===== src/rtl/dmem_responder.sv =====
// Data-memory responder for the pipelined RV32 core.
// Each load/store request is latched in IDLE. The access happens after
// WAIT_CYCLES wait states, and the result is presented for one cycle in DONE.
// Byte/half/word lane steering, load extension and access-error detection are
// all computed from the latched copy of the request.
module dmem_responder #(
    parameter int DM_ADDRESS  = 9,
    parameter int DATA_W      = 32,
    parameter int WAIT_CYCLES = 2
) (
    input  logic                  clk,
    input  logic                  reset,
    input  logic                  MemRead,
    input  logic                  MemWrite,
    input  logic [DM_ADDRESS-1:0] addr,
    input  logic [DATA_W-1:0]     wr_data,
    input  logic [2:0]            func3,
    output logic [DATA_W-1:0]     rd_data,
    output logic                  mem_stall,
    output logic                  resp_valid,
    output logic                  acc_err
);

    localparam int          WORDS    = 2 ** (DM_ADDRESS - 2);
    localparam logic [3:0]  CNT_INIT = 4'(WAIT_CYCLES - 1);

    typedef enum logic [1:0] {
        S_IDLE = 2'd0,
        S_WAIT = 2'd1,
        S_DONE = 2'd2
    } state_t;

    state_t                  state_r;
    state_t                  state_nxt_s;
    logic [3:0]              cnt_r;
    logic [3:0]              cnt_nxt_s;
    logic                    latch_s;
    logic                    access_s;

    logic [DM_ADDRESS-1:0]   addr_r;
    logic [DATA_W-1:0]       wdata_r;
    logic [2:0]              func3_r;
    logic                    store_r;
    logic                    both_r;

    logic [DATA_W-1:0]       mem_r [0:WORDS-1];
    logic [DM_ADDRESS-3:0]   idx_s;
    logic [DATA_W-1:0]       word_s;
    logic [7:0]              byte_s;
    logic [15:0]             half_s;
    logic [DATA_W-1:0]       load_s;
    logic                    illegal_s;
    logic                    misalign_s;
    logic                    err_s;
    logic [3:0]              be_s;
    logic [DATA_W-1:0]       wlane_s;
    logic                    wr_en_s;

    assign idx_s   = addr_r[DM_ADDRESS-1:2];
    assign word_s  = mem_r[idx_s];
    assign err_s   = illegal_s | misalign_s;
    // Reset on the access edge discards a pending store.
    assign wr_en_s = access_s & store_r & ~err_s & ~reset;

    // FSM state and wait-counter register.
    always_ff @(posedge clk) begin
        if (reset) begin
            state_r <= S_IDLE;
            cnt_r   <= 4'd0;
        end else begin
            state_r <= state_nxt_s;
            cnt_r   <= cnt_nxt_s;
        end
    end

    // Next-state logic, combinational stall request, latch and access strobes.
    always_comb begin
        state_nxt_s = state_r;
        cnt_nxt_s   = cnt_r;
        latch_s     = 1'b0;
        access_s    = 1'b0;
        mem_stall   = 1'b0;
        case (state_r)
            S_IDLE: begin
                if (MemRead || MemWrite) begin
                    mem_stall   = 1'b1;
                    latch_s     = 1'b1;
                    cnt_nxt_s   = CNT_INIT;
                    state_nxt_s = S_WAIT;
                end else begin
                    state_nxt_s = S_IDLE;
                end
            end
            S_WAIT: begin
                mem_stall = 1'b1;
                if (cnt_r != 4'd0) begin
                    cnt_nxt_s = cnt_r - 4'd1;
                end else begin
                    access_s    = 1'b1;
                    state_nxt_s = S_DONE;
                end
            end
            S_DONE: begin
                // The core still holds the same request here, so it is ignored.
                state_nxt_s = S_IDLE;
            end
            default: begin
                state_nxt_s = S_IDLE;
            end
        endcase
    end

    // Capture the request so later input changes during the stall are ignored.
    always_ff @(posedge clk) begin
        if (reset) begin
            addr_r  <= '0;
            wdata_r <= '0;
            func3_r <= 3'd0;
            store_r <= 1'b0;
            both_r  <= 1'b0;
        end else if (latch_s) begin
            addr_r  <= addr;
            wdata_r <= wr_data;
            func3_r <= func3;
            store_r <= MemWrite;
            both_r  <= MemRead & MemWrite;
        end
    end

    // Classify the latched access as illegal encoding or misaligned.
    always_comb begin
        illegal_s  = 1'b0;
        misalign_s = 1'b0;
        if (func3_r[1:0] == 2'b11) begin
            illegal_s = 1'b1;
        end else if (store_r && func3_r[2]) begin
            illegal_s = 1'b1;
        end else if (!store_r && (func3_r == 3'b110)) begin
            illegal_s = 1'b1;
        end else begin
            illegal_s = 1'b0;
        end
        case (func3_r[1:0])
            2'b01:   misalign_s = addr_r[0];
            2'b10:   misalign_s = (addr_r[1:0] != 2'b00);
            default: misalign_s = 1'b0;
        endcase
    end

    // Pick the addressed byte of the stored word.
    always_comb begin
        byte_s = word_s[7:0];
        case (addr_r[1:0])
            2'd0:    byte_s = word_s[7:0];
            2'd1:    byte_s = word_s[15:8];
            2'd2:    byte_s = word_s[23:16];
            2'd3:    byte_s = word_s[31:24];
            default: byte_s = word_s[7:0];
        endcase
    end

    // Load extension: sign- or zero-extend the selected byte or half.
    always_comb begin
        half_s = addr_r[1] ? word_s[31:16] : word_s[15:0];
        load_s = 32'd0;
        case (func3_r)
            3'b000:  load_s = {{24{byte_s[7]}}, byte_s};
            3'b100:  load_s = {24'd0, byte_s};
            3'b001:  load_s = {{16{half_s[15]}}, half_s};
            3'b101:  load_s = {16'd0, half_s};
            3'b010:  load_s = word_s;
            default: load_s = 32'd0;
        endcase
    end

    // Store lane enables and the replicated store data.
    always_comb begin
        be_s    = 4'b0000;
        wlane_s = wdata_r;
        case (func3_r[1:0])
            2'b00: begin
                be_s    = 4'b0001 << addr_r[1:0];
                wlane_s = {4{wdata_r[7:0]}};
            end
            2'b01: begin
                be_s    = addr_r[1] ? 4'b1100 : 4'b0011;
                wlane_s = {2{wdata_r[15:0]}};
            end
            2'b10: begin
                be_s    = 4'b1111;
                wlane_s = wdata_r;
            end
            default: begin
                be_s    = 4'b0000;
                wlane_s = wdata_r;
            end
        endcase
    end

    // Storage array, byte-lane writes; contents are deliberately not reset.
    always_ff @(posedge clk) begin
        if (wr_en_s) begin
            for (int i = 0; i < 4; i++) begin
                if (be_s[i]) begin
                    mem_r[idx_s][8*i +: 8] <= wlane_s[8*i +: 8];
                end
            end
        end
    end

    // Registered response: data, completion pulse and error pulse for DONE.
    always_ff @(posedge clk) begin
        if (reset) begin
            rd_data    <= '0;
            resp_valid <= 1'b0;
            acc_err    <= 1'b0;
        end else begin
            resp_valid <= access_s;
            acc_err    <= access_s & (err_s | both_r);
            if (access_s) begin
                rd_data <= (store_r || err_s) ? 32'd0 : load_s;
            end
        end
    end

endmodule

===== config.mk =====
export PLATFORM = sky130hd
export DESIGN_NAME = dmem_responder
export DESIGN_NICKNAME = d
export VERILOG_FILES = /design/src/rtl/dmem_responder.sv
export SDC_FILE = /design/constraint.sdc
export NUM_CORES = 2
export LEC_CHECK = 0
export BUFFER_PORTS_ARGS = -buffer_cell sky130_fd_sc_hd__buf_2
export CORE_ASPECT_RATIO = 0.8
export CORE_MARGIN = 5
export CORE_UTILIZATION = 43
export CTS_BUF_LIST = sky130_fd_sc_hd__clkbuf_4 sky130_fd_sc_hd__clkbuf_8
export DETAILED_ROUTE_END_ITERATION = 8
export MAX_ROUTING_LAYER = met4
export PLACE_DENSITY = 0.67
export SLEW_MARGIN = 20
export SYNTH_ARGS = -nofsm -noshare
export SYNTH_HDL_FRONTEND = slang
export SYNTH_SLANG_ARGS = --single-unit

===== constraint.sdc =====
create_clock -name clk -period 17.1 [get_ports clk]
set_input_delay 0.855 -clock clk [delete_from_list [all_inputs] [get_ports clk]]
set_output_delay 0.855 -clock clk [all_outputs]
set_load 0.005 [all_outputs]

# [Yosys cells after proc, flatten, opt, wreduce, memory -nomap -nowiden]
# Memories as Yosys holds them, arrays and structs flattened. A register that Yosys moved wholly into a read port is not among the register bits.
# Cells that the tools add are included.
[totals] mem_count=1 wordCells=86 regBits=86 mem_bits_rw=4096 input_bits=48 out_inout_bits=35
[op_classes] bitwise=9 shifts=1 muxes=36 eq_ne=15 addsub=1 reduce_logical=13
[mem_list] name="mem_r" depth=128 width=32 read_ports=1 rd_ports_with_merged_regs=1 wr=1 line="46" text="logic [DATA_W-1:0] mem_r [0:WORDS-1];"
[op_table] cell="32-bit case mux with 5 select lines" n=1
[op_table] cell="32-bit case mux with 2 select lines" n=1
[op_table] cell="32-bit 2-to-1 mux" n=1
[op_table] cell="8-bit case mux with 4 select lines" n=1
[op_table] cell="1-bit 2-to-1 mux" n=20
[op_table] cell="16-bit 2-to-1 mux" n=1
[op_table] cell="7-bit 2-to-1 mux" n=2
[op_table] cell="4-bit 2-to-1 mux" n=3
[op_table] cell="4-bit case mux with 3 select lines" n=1
[op_table] cell="3-bit == test (second input constant)" n=3
[op_table] cell="2-bit == test (second input constant)" n=4
[op_table] cell="4-bit case mux with 2 select lines" n=1
[op_table] cell="2-bit by 1-bit == test with 1-bit output (second input constant)" n=3
[op_table] cell="2-bit zero test" n=3
[op_table] cell="2-bit != test (second input constant)" n=3
[op_table] cell="1-bit AND" n=5
[op_table] cell="1-bit case mux with 2 select lines" n=2
[op_table] cell="2-bit case mux with 2 select lines" n=1
[op_table] cell="2-bit nonzero test" n=2
[op_table] cell="4-bit nonzero test" n=1
[op_table] cell="1-bit by 2-bit << shifter with 4-bit output (first input constant)" n=1
[op_table] cell="4-bit by 1-bit subtractor with 4-bit output (second input constant)" n=1
[op_table] cell="3-bit by 1-bit == test with 1-bit output (second input constant)" n=1
[op_table] cell="3-bit by 2-bit == test with 1-bit output (second input constant)" n=1
[op_table] cell="8 further kinds" n=12

# [Depth between registers and ports, before layout]
[depth] word_depth=11 mapped_depth=17 mapped_depth_nobuf=10

# [Worst setup path before layout]
# No wires, ideal clock.
[synth_path] kind="reg2reg" from="register wdata_r[1]" to="memory mem_r[0][17], data pin" setup_time_ns=1.200 required_ns=15.900 arrival_time_ns=7.059 stages_incl_launch_ff=3 path_buffers=0 period_less_slack_ns=8.259 path_slack_ns=8.841 path_cell_list="dfxtp_1 nand2_1 o21ai_0"
[synth_between] elab_chain_len=1
[synth_rtl] item="start: declaration" line="41" text="logic [DATA_W-1:0] wdata_r;"
[synth_rtl] item="start signal: assignment" line="123" text="wdata_r <= wr_data;"
[synth_rtl] item="32-bit case mux with 2 select lines" line="180" text="case (func3_r[1:0])"
[synth_rtl] item="net wlane_s[17]" line="56" text="logic [DATA_W-1:0] wlane_s;"
[synth_rtl] item="end: declaration" line="46"
# The timed path passes the listed nets, and every way through them passes these cells.

==> results.tsv <==
stage	metric	value	unit
run_status	status	complete, but fails checks	
run_status	failing checks	DRC	
grt	largest net degree at the start of global routing	129	
pwr	sw frac	25.3	%
pwr	Clock Power Share	36.4	%
layout	fraction of layout cells with a size suffix above 1	26.9	%
detailed_routing	drt first pass iters	9	
pwr	worst ir drop on vdd	0.0778	mV
synth	Unique masters post-synth	77	
floorplan	Starting Density	43.1	%
flow_run	max cap viols	0	
synth	ys async rst share	0	%
pwr	P_int	16.3	mW
clock_tree	Num CTS Buffers	618	
layout	fin nets	8389	
detailed_routing	number of vias per cell	6.28	
layout	commonest cells after routing, fill and taps aside	edfxtp_1 (4096), mux4_2 (969), clkbuf_8 (631)	
placement	final RePlAce weighted congestion	1.06	
pwr	total design power	21.8	mW
layout	synthesis-to-finish area growth	11.3	%
synth	Post-Syn Area	163000	sq um
sta	final setup vio count	0	
synth	largest cells by area after synthesis	edfxtp_1 (75%), mux4_2 (13%), mux2i_1 (2.4%)	
sta	Final Max Tran Viols	0	
floorplan	die area	392000	sq um
detailed_routing	final WL	505	mm
synth	post-synth net total	7897	
sta	RSZ-0062 raised after global routing	no	
grt	gr usage total	26.0	%
synth	Post-synth EDFFs	4096	
placement	IO Port Bufs	82	
worst_setup_path	CP required	18.12	ns
floorplan	I/O pin cnt	83	
clock_tree	CTS sink count	4189	
synth	Yosys top cell by area	edfxtp_1	
sta	slew margin rel.	12.6	%
sta	fin crit share	39.9	%
worst_setup_path	crit path DAT	7.84	ns
detailed_routing	DRC viols	1	
worst_setup_path	R2R cell count	12	
floorplan	row cnt	202	
worst_setup_path	R2R Path End	rd_data[0]	
sta	Tmin final	6.82	ns
sta	final hold vios	0	
synth	Syn Area/Cell	20.8	sq um
sta	skew final	0.0882	ns
synth	Post-Syn Instances	7844	
clock_tree	Max Buffers Root-to-Sink	4	
grt	first-pass GRT wire length	689	mm
worst_setup_path	maximum fanout along the worst path	53	
floorplan	Die H	561	um
pwr	P_leak	55.2	nW
synth	leading register cell type out of synthesis	edfxtp_1	
synth	Syn. warnings	0	
sta	hold slack	0.0820	ns
worst_setup_path	startpoint class of the critical path	flip-flop	
worst_hold_path	min-delay src	addr[3]	
clock_tree	Clock Pin Slew Worst Setup and Hold Paths	0.07	ns
clock_tree	clock root cell	clkbuf_8	
placement	Final HPWL DP	326	mm
layout	most common cell after layout, fill and taps aside	edfxtp_1	
pwr	PD cells	120	nW/um^2
grt	GR Overflow Total	0	
synth	post-synthesis sequential area ratio	76.5	%
detailed_routing	Iteration-0 DRC Markers	14900	
grt	vias in the first global route	84400	
sta	Setup TNS	0	ns
pwr	Sw Pwr	5.51	mW
clock_tree	CTS tree	built	
grt	initial antenna violation count	52	
layout	Filler cells	30300	
clock_tree	worst skew pair latency	1.13	ns
detailed_routing	Detail Route Antenna Nets	0	
worst_hold_path	HP Class	input port to flip-flop	
pwr	combinational power share	10.0	%
pwr	Seq pwr share	53.6	%
floorplan	core area	378000	sq um
sta	Worst Tran Pin Value	1.31	ns
detailed_routing	Wirelength per Cell	36.4	um
worst_hold_path	worst hold path stage count	3	
floorplan	Die Span X	699	um
synth	Seq cells post-synth	4189	
clock_tree	htree depth	6	
worst_setup_path	critical path class	flip-flop to flip-flop	
layout	Layout Cells excl Fill	13900	
clock_tree	Setup Buffers After CTS	0	
synth	share of the synthesized area in the top cell type	75.4	%
worst_setup_path	Worst setup EP type	flip-flop	
detailed_routing	vias	87000	
placement	placed cell count	12700	
sta	highest clock rate	147	MHz
worst_setup_path	R2R Setup Slk	10.28	ns
layout make-up:
type | count | area, sq um | share of cell area (%)
repair buffers | 345 | 2660 | 1.46
well taps | 4998 | 6250 | 3.44
diodes | 63 | 158 | 0.0868
flip-flops and latches | 4189 | 125000 | 68.7
clock buffers | 827 | 10200 | 5.59
multi-input cells | 3170 | 36000 | 19.8
inverters | 12 | 45.0 | 0.0248
clock inverters | 261 | 1560 | 0.856
power by group through the flow:
stage                     clock (mW)  sequential (mW)  combinational (mW)
final                           7.93             11.7                2.19
after floorplan                    0             11.9                1.25
after global routing            8.48             11.7                2.24
after CTS                       7.97             11.7                2.13
after detailed placement           0             11.9                2.12
after global placement             0             11.9                2.06
synthesized netlist by cell type (all sizes together), types with 9 or more instances:
master,instances
a211oi,25
a21oi,103
a221o,9
a221oi,12
a22o,26
a22oi,171
a31oi,13
a41oi,9
buf,297
clkbuf,176
dfxtp,93
edfxtp,4096
inv,12
mux2,23
mux2i,395
mux4,970
nand2,335
nand2b,20
nand3,82
nand4,25
nor2,575
nor2b,29
nor3,36
nor4,17
o211ai,17
o21ai,46
o221ai,13
o22ai,106
flip-flops by register name, indices dropped and copies added (netlist names), named ones only:
signal / cells
mem_r: 4096
rd_data: 32
wdata_r: 32
addr_r: 9
cnt_r: 4
func3_r: 3
state_r: 2
acc_err: 1
both_r: 1
resp_valid: 1
store_r: 1
layer usage:
| layer | GRT usage [%] | vias up | wire length (um) |
|---|---|---|---|
| met5 | - | - | 0 |
| met4 | 13.2 | 0 | 29500 |
| met3 | 9.74 | 1202 | 73500 |
| met2 | 35.5 | 6517 | 217000 |
| met1 | 34.1 | 45700 | 184000 |
| li1 | - | 33600 | - |
stage by stage:
stage / setup WS, ns / area, sq um / utilization (%)
CTS: 9.65 / 181000 / 47.9
floorplan: 8.84 / 163000 / -
global route: 9.79 / 182000 / 48.0
finish: 10.28 / 182000 / 48.0
global placement: 9.20 / 169000 / 44.7
detailed placement: 9.72 / 169000 / 44.7
logic make-up (layout without fill, tap and decap cells):
logic type | after synthesis | after routing | synth area share, %
adders and majority gates | 5 | 5 | 0.0383
AOI/OAI and AO/OA | 602 | 602 | 2.57
muxes | 1388 | 1388 | 16.0
DFF | 4189 | 4189 | 76.5
buffers and inverters | 485 | 1445 | 1.81
other | 0 | 63 | 0
xor gates and xnor gates | 2 | 2 | 0.0107
and+or+nand+nor | 1173 | 1173 | 3.09
critical path, stage by stage, from the launching register on:
cell	delay [ns]
dfxtp_4	1.01
buf_4	0.80
buf_4	0.75
buf_6	0.63
buf_6	0.66
mux4_2	0.37
mux4_2	0.24
or3_1	0.14
o21ai_0	0.13
nor4_1	1.07
buf_4	0.34
a21oi_1	0.09
o221ai_1	0.21
how the worst max path moves through the flow:
| stage | from | endpoint | slack (ns) | cells past startpoint |
|---|---|---|---|---|
| floorplan | wdata_r[1] | mem_r[0][17] | 8.84 | 2 |
| global placement | flip-flop | rd_data[4] | 9.20 | 12 |
| detailed placement | flip-flop | rd_data[0] | 9.72 | 12 |
| CTS | flip-flop | rd_data[0] | 9.65 | 12 |
| global route | flip-flop | rd_data[0] | 9.79 | 12 |
| finish | flip-flop | rd_data[0] | 10.28 | 12 |
repair_timing:
action / in CTS / in global routing
endpoints found under the setup margin: 0 / 0
hold buffers: 42 / 0
resized for setup: 0 / 0
hold endpoints to repair: 45 / 0
Note: power is estimated with default switching activity, not from simulation.
